==> config.mk <==
export PLATFORM = sky130hd
export DESIGN_NAME = vm2002_change_flat
export DESIGN_NICKNAME = d
export VERILOG_FILES = /design/src/rtl/vm2002_pkg.sv /design/src/rtl/vm2002_change_if.sv /design/src/rtl/vm2002_coin_inv.sv /design/src/rtl/vm2002_change.sv /design/src/flat_wrapper.sv
export SDC_FILE = /design/constraint.sdc
export NUM_CORES = 1
export LEC_CHECK = 0
export BUFFER_PORTS_ARGS = -buffer_cell sky130_fd_sc_hd__buf_2
export CORE_MARGIN = 1
export CORE_UTILIZATION = 45
export DETAILED_ROUTE_END_ITERATION = 10
export GPL_TIMING_DRIVEN = 0
export PLACE_DENSITY = 0.74
export SETUP_SLACK_MARGIN = 0.2
export SYNTH_ARGS = -nofsm -noshare
export SYNTH_HDL_FRONTEND = slang
export SYNTH_SLANG_ARGS = --single-unit
==> constraint.sdc <==
create_clock -name clk -period 3.4 [get_ports clk]
set_input_delay 0.68 -clock clk [delete_from_list [all_inputs] [get_ports clk]]
set_output_delay 0.68 -clock clk [all_outputs]
set_load 0.02 [all_outputs]
==> src/rtl/vm2002_pkg.sv <==
// Shared types and helpers for the vm2002 change-return engine.
package vm2002_pkg;

   typedef enum logic [2:0] {
      NONE    = 3'd0,
      NICKEL  = 3'd1,
      DIME    = 3'd2,
      QUARTER = 3'd3,
      DOLLAR  = 3'd4
   } coin_t;

   typedef enum logic [1:0] {
      S_IDLE,
      S_SELECT,
      S_ISSUE,
      S_DONE
   } change_state_t;

   localparam int unsigned N_DENOM = 4;

   function automatic logic [15:0] coin_value(input coin_t c);
      case (c)
         NICKEL:  return 16'd5;
         DIME:    return 16'd10;
         QUARTER: return 16'd25;
         DOLLAR:  return 16'd100;
         default: return 16'd0;
      endcase
   endfunction

   // Inventory slot 0..3 maps to NICKEL..DOLLAR, matching the empty bit order.
   function automatic coin_t denom_coin(input int unsigned idx);
      return coin_t'(3'(idx + 1));
   endfunction

endpackage

==> src/rtl/vm2002_change_if.sv <==
// Refund, hopper and supplier-load signals of the change-return engine.
interface vm2002_change_if #(parameter int unsigned INV_W = 8);
   import vm2002_pkg::*;

   logic             refund_valid;
   logic [15:0]      refund_amt;
   logic             refund_ready;
   logic             coin_valid;
   coin_t            coin_out;
   logic             coin_ack;
   logic             load_valid;
   coin_t            load_coin;
   logic [INV_W-1:0] load_count;
   logic             done;
   logic [15:0]      short_amt;
   logic [3:0]       empty;

   modport master (
      output refund_valid, refund_amt, coin_ack, load_valid, load_coin, load_count,
      input  refund_ready, coin_valid, coin_out, done, short_amt, empty
   );

   modport slave (
      input  refund_valid, refund_amt, coin_ack, load_valid, load_coin, load_count,
      output refund_ready, coin_valid, coin_out, done, short_amt, empty
   );

endinterface

==> src/rtl/vm2002_coin_inv.sv <==
// Saturating per-denomination coin counter with load increment, single-coin
// decrement and a registered empty flag.
module vm2002_coin_inv #(
   parameter int unsigned INV_W = 8
) (
   input  logic             clk,
   input  logic             rst,
   input  logic             i_inc,
   input  logic [INV_W-1:0] i_inc_cnt,
   input  logic             i_dec,
   output logic             o_empty
);

   localparam logic [INV_W:0] MAX = {1'b0, {INV_W{1'b1}}};

   logic [INV_W-1:0] r_count;
   logic             r_empty;
   logic [INV_W:0]   w_sum;
   logic [INV_W:0]   w_adj;
   logic [INV_W-1:0] w_next;

   // Add before subtracting so a same-cycle load and dispense saturate once.
   always_comb begin
      w_sum  = {1'b0, r_count} + (i_inc ? {1'b0, i_inc_cnt} : '0);
      w_adj  = (i_dec && (w_sum != '0)) ? (w_sum - (INV_W+1)'(1)) : w_sum;
      w_next = (w_adj > MAX) ? MAX[INV_W-1:0] : w_adj[INV_W-1:0];
   end

   always_ff @(posedge clk or posedge rst) begin
      if (rst) begin
         r_count <= '0;
         r_empty <= 1'b1;
      end else begin
         r_count <= w_next;
         r_empty <= (w_next == '0);
      end
   end

   assign o_empty = r_empty;

endmodule

==> src/rtl/vm2002_change.sv <==
// Change-return engine: greedy largest-first coin payout over a valid/ack
// hopper handshake, with shortfall reporting and live inventory loading.
module vm2002_change
   import vm2002_pkg::*;
#(
   parameter int unsigned INV_W = 8
) (
   input  logic                  clk,
   input  logic                  rst,
   vm2002_change_if.slave        bus
);

   change_state_t        r_state, w_state_nxt;
   logic [15:0]          r_remaining, w_remaining_nxt;
   logic [15:0]          r_short, w_short_nxt;
   coin_t                r_coin, w_coin_nxt;
   coin_t                w_sel;
   logic [N_DENOM-1:0]   w_empty;
   logic [N_DENOM-1:0]   w_inc;
   logic [N_DENOM-1:0]   w_dec;

   for (genvar g = 0; g < N_DENOM; g++) begin : g_inv
      vm2002_coin_inv #(.INV_W(INV_W)) u_inv (
         .clk       (clk),
         .rst       (rst),
         .i_inc     (w_inc[g]),
         .i_inc_cnt (bus.load_count),
         .i_dec     (w_dec[g]),
         .o_empty   (w_empty[g])
      );
   end

   always_comb begin
      w_inc = '0;
      w_dec = '0;
      for (int unsigned i = 0; i < N_DENOM; i++) begin
         w_inc[i] = bus.load_valid && (bus.load_coin == denom_coin(i));
         w_dec[i] = (r_state == S_ISSUE) && bus.coin_ack && (r_coin == denom_coin(i));
      end
   end

   // Ascending scan: the last qualifying denomination is the largest.
   always_comb begin
      w_sel = NONE;
      for (int unsigned i = 0; i < N_DENOM; i++) begin
         if (!w_empty[i] && (coin_value(denom_coin(i)) <= r_remaining))
            w_sel = denom_coin(i);
      end
   end

   always_comb begin
      w_state_nxt     = r_state;
      w_remaining_nxt = r_remaining;
      w_short_nxt     = r_short;
      w_coin_nxt      = r_coin;
      case (r_state)
         S_IDLE: begin
            if (bus.refund_valid) begin
               w_state_nxt     = S_SELECT;
               w_remaining_nxt = bus.refund_amt;
               w_short_nxt     = '0;
            end
         end
         S_SELECT: begin
            if (w_sel != NONE) begin
               w_coin_nxt  = w_sel;
               w_state_nxt = S_ISSUE;
            end else begin
               w_short_nxt = r_remaining;
               w_state_nxt = S_DONE;
            end
         end
         S_ISSUE: begin
            if (bus.coin_ack) begin
               w_remaining_nxt = r_remaining - coin_value(r_coin);
               w_state_nxt     = S_SELECT;
            end
         end
         S_DONE:  w_state_nxt = S_IDLE;
         default: w_state_nxt = S_IDLE;
      endcase
   end

   always_ff @(posedge clk or posedge rst) begin
      if (rst) begin
         r_state     <= S_IDLE;
         r_remaining <= '0;
         r_short     <= '0;
         r_coin      <= NONE;
      end else begin
         r_state     <= w_state_nxt;
         r_remaining <= w_remaining_nxt;
         r_short     <= w_short_nxt;
         r_coin      <= w_coin_nxt;
      end
   end

   assign bus.refund_ready = (r_state == S_IDLE);
   assign bus.coin_valid   = (r_state == S_ISSUE);
   assign bus.coin_out     = (r_state == S_ISSUE) ? r_coin : NONE;
   assign bus.done         = (r_state == S_DONE);
   assign bus.short_amt    = r_short;
   assign bus.empty        = w_empty;

endmodule

==> src/flat_wrapper.sv <==
// flat-port wrapper written by rule: the top's interface ports become plain ports
module vm2002_change_flat import vm2002_pkg::*;
#(
   parameter int unsigned INV_W = 8
)
  (clk, rst, bus_refund_valid, bus_refund_amt, bus_coin_ack, bus_load_valid, bus_load_coin, bus_load_count, bus_refund_ready, bus_coin_valid, bus_coin_out, bus_done, bus_short_amt, bus_empty);
  vm2002_change_if #(.INV_W(INV_W)) bus_i ();
  input  logic clk;
  input  logic rst;
  input wire logic [$bits(bus_i.refund_valid)-1:0] bus_refund_valid;
  input wire logic [$bits(bus_i.refund_amt)-1:0] bus_refund_amt;
  input wire logic [$bits(bus_i.coin_ack)-1:0] bus_coin_ack;
  input wire logic [$bits(bus_i.load_valid)-1:0] bus_load_valid;
  input wire logic [$bits(bus_i.load_coin)-1:0] bus_load_coin;
  input wire logic [$bits(bus_i.load_count)-1:0] bus_load_count;
  output wire logic [$bits(bus_i.refund_ready)-1:0] bus_refund_ready;
  output wire logic [$bits(bus_i.coin_valid)-1:0] bus_coin_valid;
  output wire logic [$bits(bus_i.coin_out)-1:0] bus_coin_out;
  output wire logic [$bits(bus_i.done)-1:0] bus_done;
  output wire logic [$bits(bus_i.short_amt)-1:0] bus_short_amt;
  output wire logic [$bits(bus_i.empty)-1:0] bus_empty;
  assign bus_i.refund_valid = bus_refund_valid;
  assign bus_i.refund_amt = bus_refund_amt;
  assign bus_i.coin_ack = bus_coin_ack;
  assign bus_i.load_valid = bus_load_valid;
  assign bus_i.load_coin = bus_load_coin;
  assign bus_i.load_count = bus_load_count;
  assign bus_refund_ready = bus_i.refund_ready;
  assign bus_coin_valid = bus_i.coin_valid;
  assign bus_coin_out = bus_i.coin_out;
  assign bus_done = bus_i.done;
  assign bus_short_amt = bus_i.short_amt;
  assign bus_empty = bus_i.empty;
  vm2002_change #(.INV_W(INV_W)) u_core (.clk(clk), .rst(rst), .bus(bus_i));
endmodule
[After elaboration in Yosys (flattened, before gate mapping)]
Cells that the tools add are included.
Word-level totals
  memories: 0
  word-level logic and storage cells: 110
  flip-flop bits (word level): 73
  RAM bits: 0
  latch bits: 0
  ROM bits: 0
Cells by class
  equality and inequality tests: 14
  magnitude comparators: 8
  bitwise logic cells: 0
  multiplexer cells: 30
  divide/modulo/power cells: 0
  shift operators: 0
  $mul: 0
  reductions and logical operators: 37
  add/sub/neg operators: 9
Operators with widths (count)
  16-bit 2-to-1 mux: 6
  8-bit 2-to-1 mux: 8
  16-bit one-hot mux with 2 select lines: 2
  8-bit by 9-bit adder with 9-bit output: 4
  9-bit by 8-bit > comparator with 1-bit output (second input constant): 4
  9-bit 2-to-1 mux: 4
  9-bit nonzero test: 4
  9-bit by 1-bit subtractor with 9-bit output (second input constant): 4
  8-bit logical NOT: 4
  7-bit one-hot mux with 4 select lines: 1
  1-bit logical AND: 17
  3-bit by 16-bit <= comparator with 1-bit output (first input constant): 1
  4-bit by 16-bit <= comparator with 1-bit output (first input constant): 1
  5-bit by 16-bit <= comparator with 1-bit output (first input constant): 1
  7-bit by 16-bit <= comparator with 1-bit output (first input constant): 1
  16-bit subtractor: 1
  3-bit by 2-bit equality test with 1-bit output (second input constant): 4
  2-bit 2-to-1 mux: 4
  2-bit one-hot mux with 4 select lines: 1
  3-bit by 1-bit equality test with 1-bit output (second input constant): 2
  3-bit equality test (second input constant): 2
  3-bit 2-to-1 mux: 2
  2-bit != test (second input constant): 3
  3-bit AND reduction: 2
  8 further kinds: 15

[Depth between registers and ports, before layout]
  word-level depth: 10
  gate-level depth with buffers: 14
  mapped depth without buffers: 14

[By module]
From an unflattened synthesis, not the netlist that was laid out.
Second synthesis, totals
  cells, all modules: 809
  area, all modules: 6847.8 um2
Modules (own cells, without submodules)
  vm2002_change: instances 1, area an instance 2323.5 um2, cells each 278
  vm2002_coin_inv at u_core.g_inv[3].u_inv: instances 1, area an instance 1204.9 um2, cells each 140
  vm2002_coin_inv at u_core.g_inv[0].u_inv: instances 1, area an instance 1131.1 um2, cells each 134
  vm2002_coin_inv at u_core.g_inv[1].u_inv: instances 1, area an instance 1126.1 um2, cells each 128
  vm2002_coin_inv at u_core.g_inv[2].u_inv: instances 1, area an instance 1062.3 um2, cells each 129

[Worst setup path after synthesis]
Ideal clock, no wire load.
  path kind: input-to-reg
  start point: input bus_load_coin[0]
  end point: register u_core.g_inv[1].u_inv.r_empty
  stages: 13
  path slack: -0.413 ns
  required time: 3.318 ns
  library setup time: 0.082 ns
  arrival: 3.731 ns
  cells stage by stage: nor4bb_1 and2_1 ha_1 fa_1 clkbuf_1 a21o_1 a21oi_1 xor2_1 and4b_1 nor3b_1 mux2i_1 o211ai_1 nor3_1
On the way
  longest elaborated chain between the ends: 10
  elaborated cells on any way between the ends: 11
  those cells by class: add/sub: 2; order compare: 1; eq/ne: 1; mux: 3; reduce/logical: 4
Ends and longest elaborated chain
  start: declaration: line flat_wrapper.sv:14  | input wire logic [$bits(bus_i.load_coin)-1:0] bus_load_coin;
  3-bit by 2-bit equality test with 1-bit output *: line vm2002_change.sv:37  | w_inc[i] = bus.load_valid && (bus.load_coin == denom_coin(i));
  1-bit logical AND *: line vm2002_change.sv:37
  8-bit 2-to-1 mux *: line vm2002_coin_inv.sv:24  | w_sum = {1'b0, r_count} + (i_inc ? {1'b0, i_inc_cnt} : '0);
  8-bit by 9-bit adder with 9-bit output *: line vm2002_coin_inv.sv:24
  branches (longest 2 deep; another with 9-bit by 1-bit subtractor with 9-bit output)
  9-bit 2-to-1 mux *: line vm2002_coin_inv.sv:25  | w_adj = (i_dec && (w_sum != '0)) ? (w_sum - (INV_W+1)'(1)) : w_sum;
  9-bit by 8-bit > comparator with 1-bit output: line vm2002_coin_inv.sv:26  | w_next = (w_adj > MAX) ? MAX[INV_W-1:0] : w_adj[INV_W-1:0];
  8-bit 2-to-1 mux *: line vm2002_coin_inv.sv:26
  named net u_core.g_inv[1].u_inv.w_next[3]: line vm2002_coin_inv.sv:20  | logic [INV_W-1:0] w_next;
  8-bit logical NOT *: line vm2002_coin_inv.sv:35  | r_empty <= (w_next == '0);
  end signal: assignment: line vm2002_coin_inv.sv:35
  end: declaration: line vm2002_coin_inv.sv:17  | logic r_empty;
Mark *: on every way through the listed nets, which the timed path passes.
A chain may end at the register's enable or synchronous reset.

[Final worst setup path]
  start point: input bus_load_valid
  end point: register u_core.g_inv[2].u_inv.r_empty
On the way
  longest elaborated chain between the ends: 9
  elaborated cells on any way between the ends: 10
  those cells by class: add/sub: 2; order compare: 1; mux: 3; reduce/logical: 4
Ends and longest elaborated chain
  start: declaration: line flat_wrapper.sv:13  | input wire logic [$bits(bus_i.load_valid)-1:0] bus_load_valid;
  1-bit logical AND *: line vm2002_change.sv:37
  8-bit 2-to-1 mux *: line vm2002_coin_inv.sv:24
  8-bit by 9-bit adder with 9-bit output *: line vm2002_coin_inv.sv:24
  branches (longest 2 deep; another with 9-bit by 1-bit subtractor with 9-bit output)
  9-bit 2-to-1 mux *: line vm2002_coin_inv.sv:25
  9-bit by 8-bit > comparator with 1-bit output: line vm2002_coin_inv.sv:26
  8-bit 2-to-1 mux *: line vm2002_coin_inv.sv:26
  8-bit logical NOT *: line vm2002_coin_inv.sv:35
  end signal: assignment: line vm2002_coin_inv.sv:35
  end: declaration: line vm2002_coin_inv.sv:17
Every way passes the cells marked *.

==> results.json <==
{
  "yosys.cell_types.count": 72,
  "finClkSkew_ps": 8.334,
  "hold_viol_final": 0,
  "p_int_mw": 3.346,
  "hold_path_class": "in -> async",
  "async_flop_share_pct": 100.0,
  "yosys.area.top_type_share_pct": 28.05,
  "cp-end-kind": "flip-flop",
  "worst_pin_slew_ps": 1170,
  "synthMostInstantiatedCell": "nand2_1",
  "crit_arrival_ps": 3720,
  "pin_count": 58,
  "cts_tree": "done",
  "maxClockFrequency_mhz": 288.0,
  "initial_core_util_pct": 46.29,
  "core-area_um2": 13300,
  "cts_root_buf": "clkbuf_16",
  "p_seq_share_pct": 23.2,
  "syn_to_final_growth_pct": 43.38,
  "multi_input_area_um2": 5226,
  "drc": 0,
  "p_per_area_nw_per_um2": 711.1,
  "num_vias": 6432,
  "port-buffer-count": 57,
  "path_class": "in -> reg",
  "clk_pin_slew_worst_paths_ps": 70,
  "nets": 976,
  "cts_buffer_depth": 2,
  "cts_buffers": 9,
  "yosysSeqAreaShare_pct": 29.76,
  "antenna_left": 0,
  "post-place-ws_ps": -923.7,
  "die_w_um": 119.0,
  "routedWlPerCell_um": 18.23,
  "layout_setup_ws_ps": -71.78,
  "die_area_um2": 14150,
  "ys.warnings.count": 0,
  "postSynthAreaPerCell_um2": 8.228,
  "grt_pass1_vias": 5746,
  "power_leakage_nw": 3.951,
  "p_switching_mw": 2.929,
  "antenna_found_initial": 1,
  "synth_top_area_cell": "dfrtp_1",
  "clk_latency_ps": 350,
  "ir_drop_mv": 0.3446,
  "drt-vias-per-instance": 5.983,
  "gp_congestion": 0.8583,
  "first_iter_violations": 445,
  "synthTopCellsByArea": "dfrtp_1, ha_1, nand2_1",
  "cp-start-kind": "input port",
  "hold_buffers": 0,
  "routed_wl_um": 19590,
  "nFillCells": 920,
  "fin_crit_ps": 3472,
  "final_layout_size_suffix_gt1_share_pct": 38.68,
  "ys_ff_latch": 73,
  "period_share_pct": 102.1,
  "maxSlewHeadroom_pct": 21.41,
  "syn_nets": 832,
  "final-seq-area_um2": 1833,
  "cp_max_fo": 8,
  "holdWs_ps": 319.1,
  "max-cap-violations": 0,
  "synth_cells": 748,
  "clkPwrFrac_pct": 15.0,
  "comb_power_share_pct": 61.8,
  "grt_pass1_wl_um": 28120,
  "status": "finished with violations",
  "clock_sinks": 73,
  "p_sw_share_pct": 46.68,
  "finalSetupViolCount": 4,
  "synth_commonest_cells": "nand2_1, dfrtp_1, nand3_1, nor2_1, ha_1",
  "synth_ff_type": "dfrtp_1",
  "dp_hpwl_um": 11630,
  "cts_max_level": 3,
  "power_mw": 6.275,
  "syn_area_um2": 6155,
  "num_rows": 42,
  "track_usage_pct": 24.84,
  "dieHeight_um": 119.0,
  "firstDrtPassIters": 5,
  "finalMaxSlewViolations": 0,
  "violations": "negative setup slack",
  "grt_max_degree": 50,
  "grt-ovfl-total": 0,
  "synth_edf_count": 0,
  "grt_setup_unrepaired": "true",
  "required_ps": 3650
}
## stage by stage
step	setup TNS (ps)	utilization, %	instance area [µm²]	std cells
2_1_floorplan	-254.2	-	6417	748
4_1_cts	-133.7	60.90	8097	1045
3_5_place_dp	-17340	52.30	6953	982
6_report	-159.2	66.37	8825	1075
3_3_place_gp	-29540	52.07	6923	981
5_1_grt	-1229	66.36	8822	1074
## cell type report
cell class / count / share of cell area, %
Buffer: 26 / 2.198
Multi-Input combinational cell: 622 / 59.22
Inverter: 27 / 1.177
Clock inverter: 7 / 0.6806
Timing Repair Buffer: 133 / 10.85
Antenna cell: 2 / 0.05671
Sequential cell: 73 / 20.77
Tap cell: 176 / 2.495
Clock buffer: 9 / 2.552
## path summary, 6_finish.rpt
path,slack [ps],start,to,cells past startpoint
worst max-delay path,-70,bus_load_valid,u_core.g_inv[2].u_inv.o_empty,17
worst min-delay path,320,rst,u_core.g_inv[1].u_inv.r_count[2],2
worst max register to register,380,u_core.g_inv[2].u_inv.r_count[0],u_core.g_inv[2].u_inv.o_empty,14
worst min register to register,490,u_core.bus.short_amt[15],u_core.bus.short_amt[15],2
max in group asynchronous,2460,rst,u_core.g_inv[0].u_inv.o_empty,3
min in group clk,490,u_core.bus.short_amt[15],u_core.bus.short_amt[15],2
## layout by cell type, fill, tap and decap left out, types with 14 or more instances in the layout
cell type	synthesis	layout
nand2_1	90	71
o21ai_0	39	24
dfrtp_1	69	68
nor3_1	22	14
inv_1	27	25
xor2_1	19	14
and2_1	41	30
buf_2	2	54
buf_6	2	14
ha_1	47	32
o21ai_1	9	18
buf_4	4	71
nand2_2	1	18
a21oi_1	39	25
nand3_1	50	46
nor2_1	50	41
## registers in the layout, summed over array words and instances (netlist names)
register / flops
u_core.r_state: 2
u_core.bus.short_amt: 16
u_core.g_inv.u_inv.r_count: 32
u_core.r_remaining: 16
u_core.r_coin: 3
u_core.g_inv.u_inv.o_empty: 4
## kinds of logic (layout without fill, tap and decap cells)
family                     Yosys count  after routing  synth area share, %
AOI/OAI and AO/OA                  184            184                19.41
xor gates and xnor gates            43             43                6.119
adders and majority gates           52             52                11.18
buffers and inverters               53            202                3.761
DFF                                 73             73                29.76
muxes                               10             10                1.667
other                                0              2                    0
and+or+nand+nor                    333            333                28.10
## repair_timing
item / CTS / global route
endpoints found under the setup margin: 38 / 44
pin swaps: 58 / 72
setup buffers: 47 / 28
resized for setup: 100 / 124
## worst max-delay path: stages
cell and delay, ps:
buf_8 100, and4b_2 270, and2_4 160, ha_4 160, fa_2 360, buf_4 180, xnor2_4 200, o2bb2ai_1 160
a22o_1 240, nand2_2 100, nor4b_4 240, buf_4 180, nor2_4 50, buf_6 170, nor3_4 120, a31oi_2 70
nor4_4 270
## layer usage
metal	up-vias	share of wire [%]	GRT usage (%)
met3	55	6.1	4.262
met4	0	2.8	7.911
met5	-	0	0
met1	3089	43	33.69
met2	291	48	40.24
li1	2997	-	-
## power groups by stage
stage | sequential, mW | combinational [mW] | clock, mW
global placement | 1.41 | 2.66 | 0
finish | 1.45 | 3.88 | 0.943
global route | 1.48 | 4.17 | 0.988
detailed placement | 1.41 | 2.71 | 0
CTS | 1.41 | 3.17 | 0.948
floorplan | 1.34 | 2.19 | 0
Note: power is estimated with default switching activity, not from simulation.
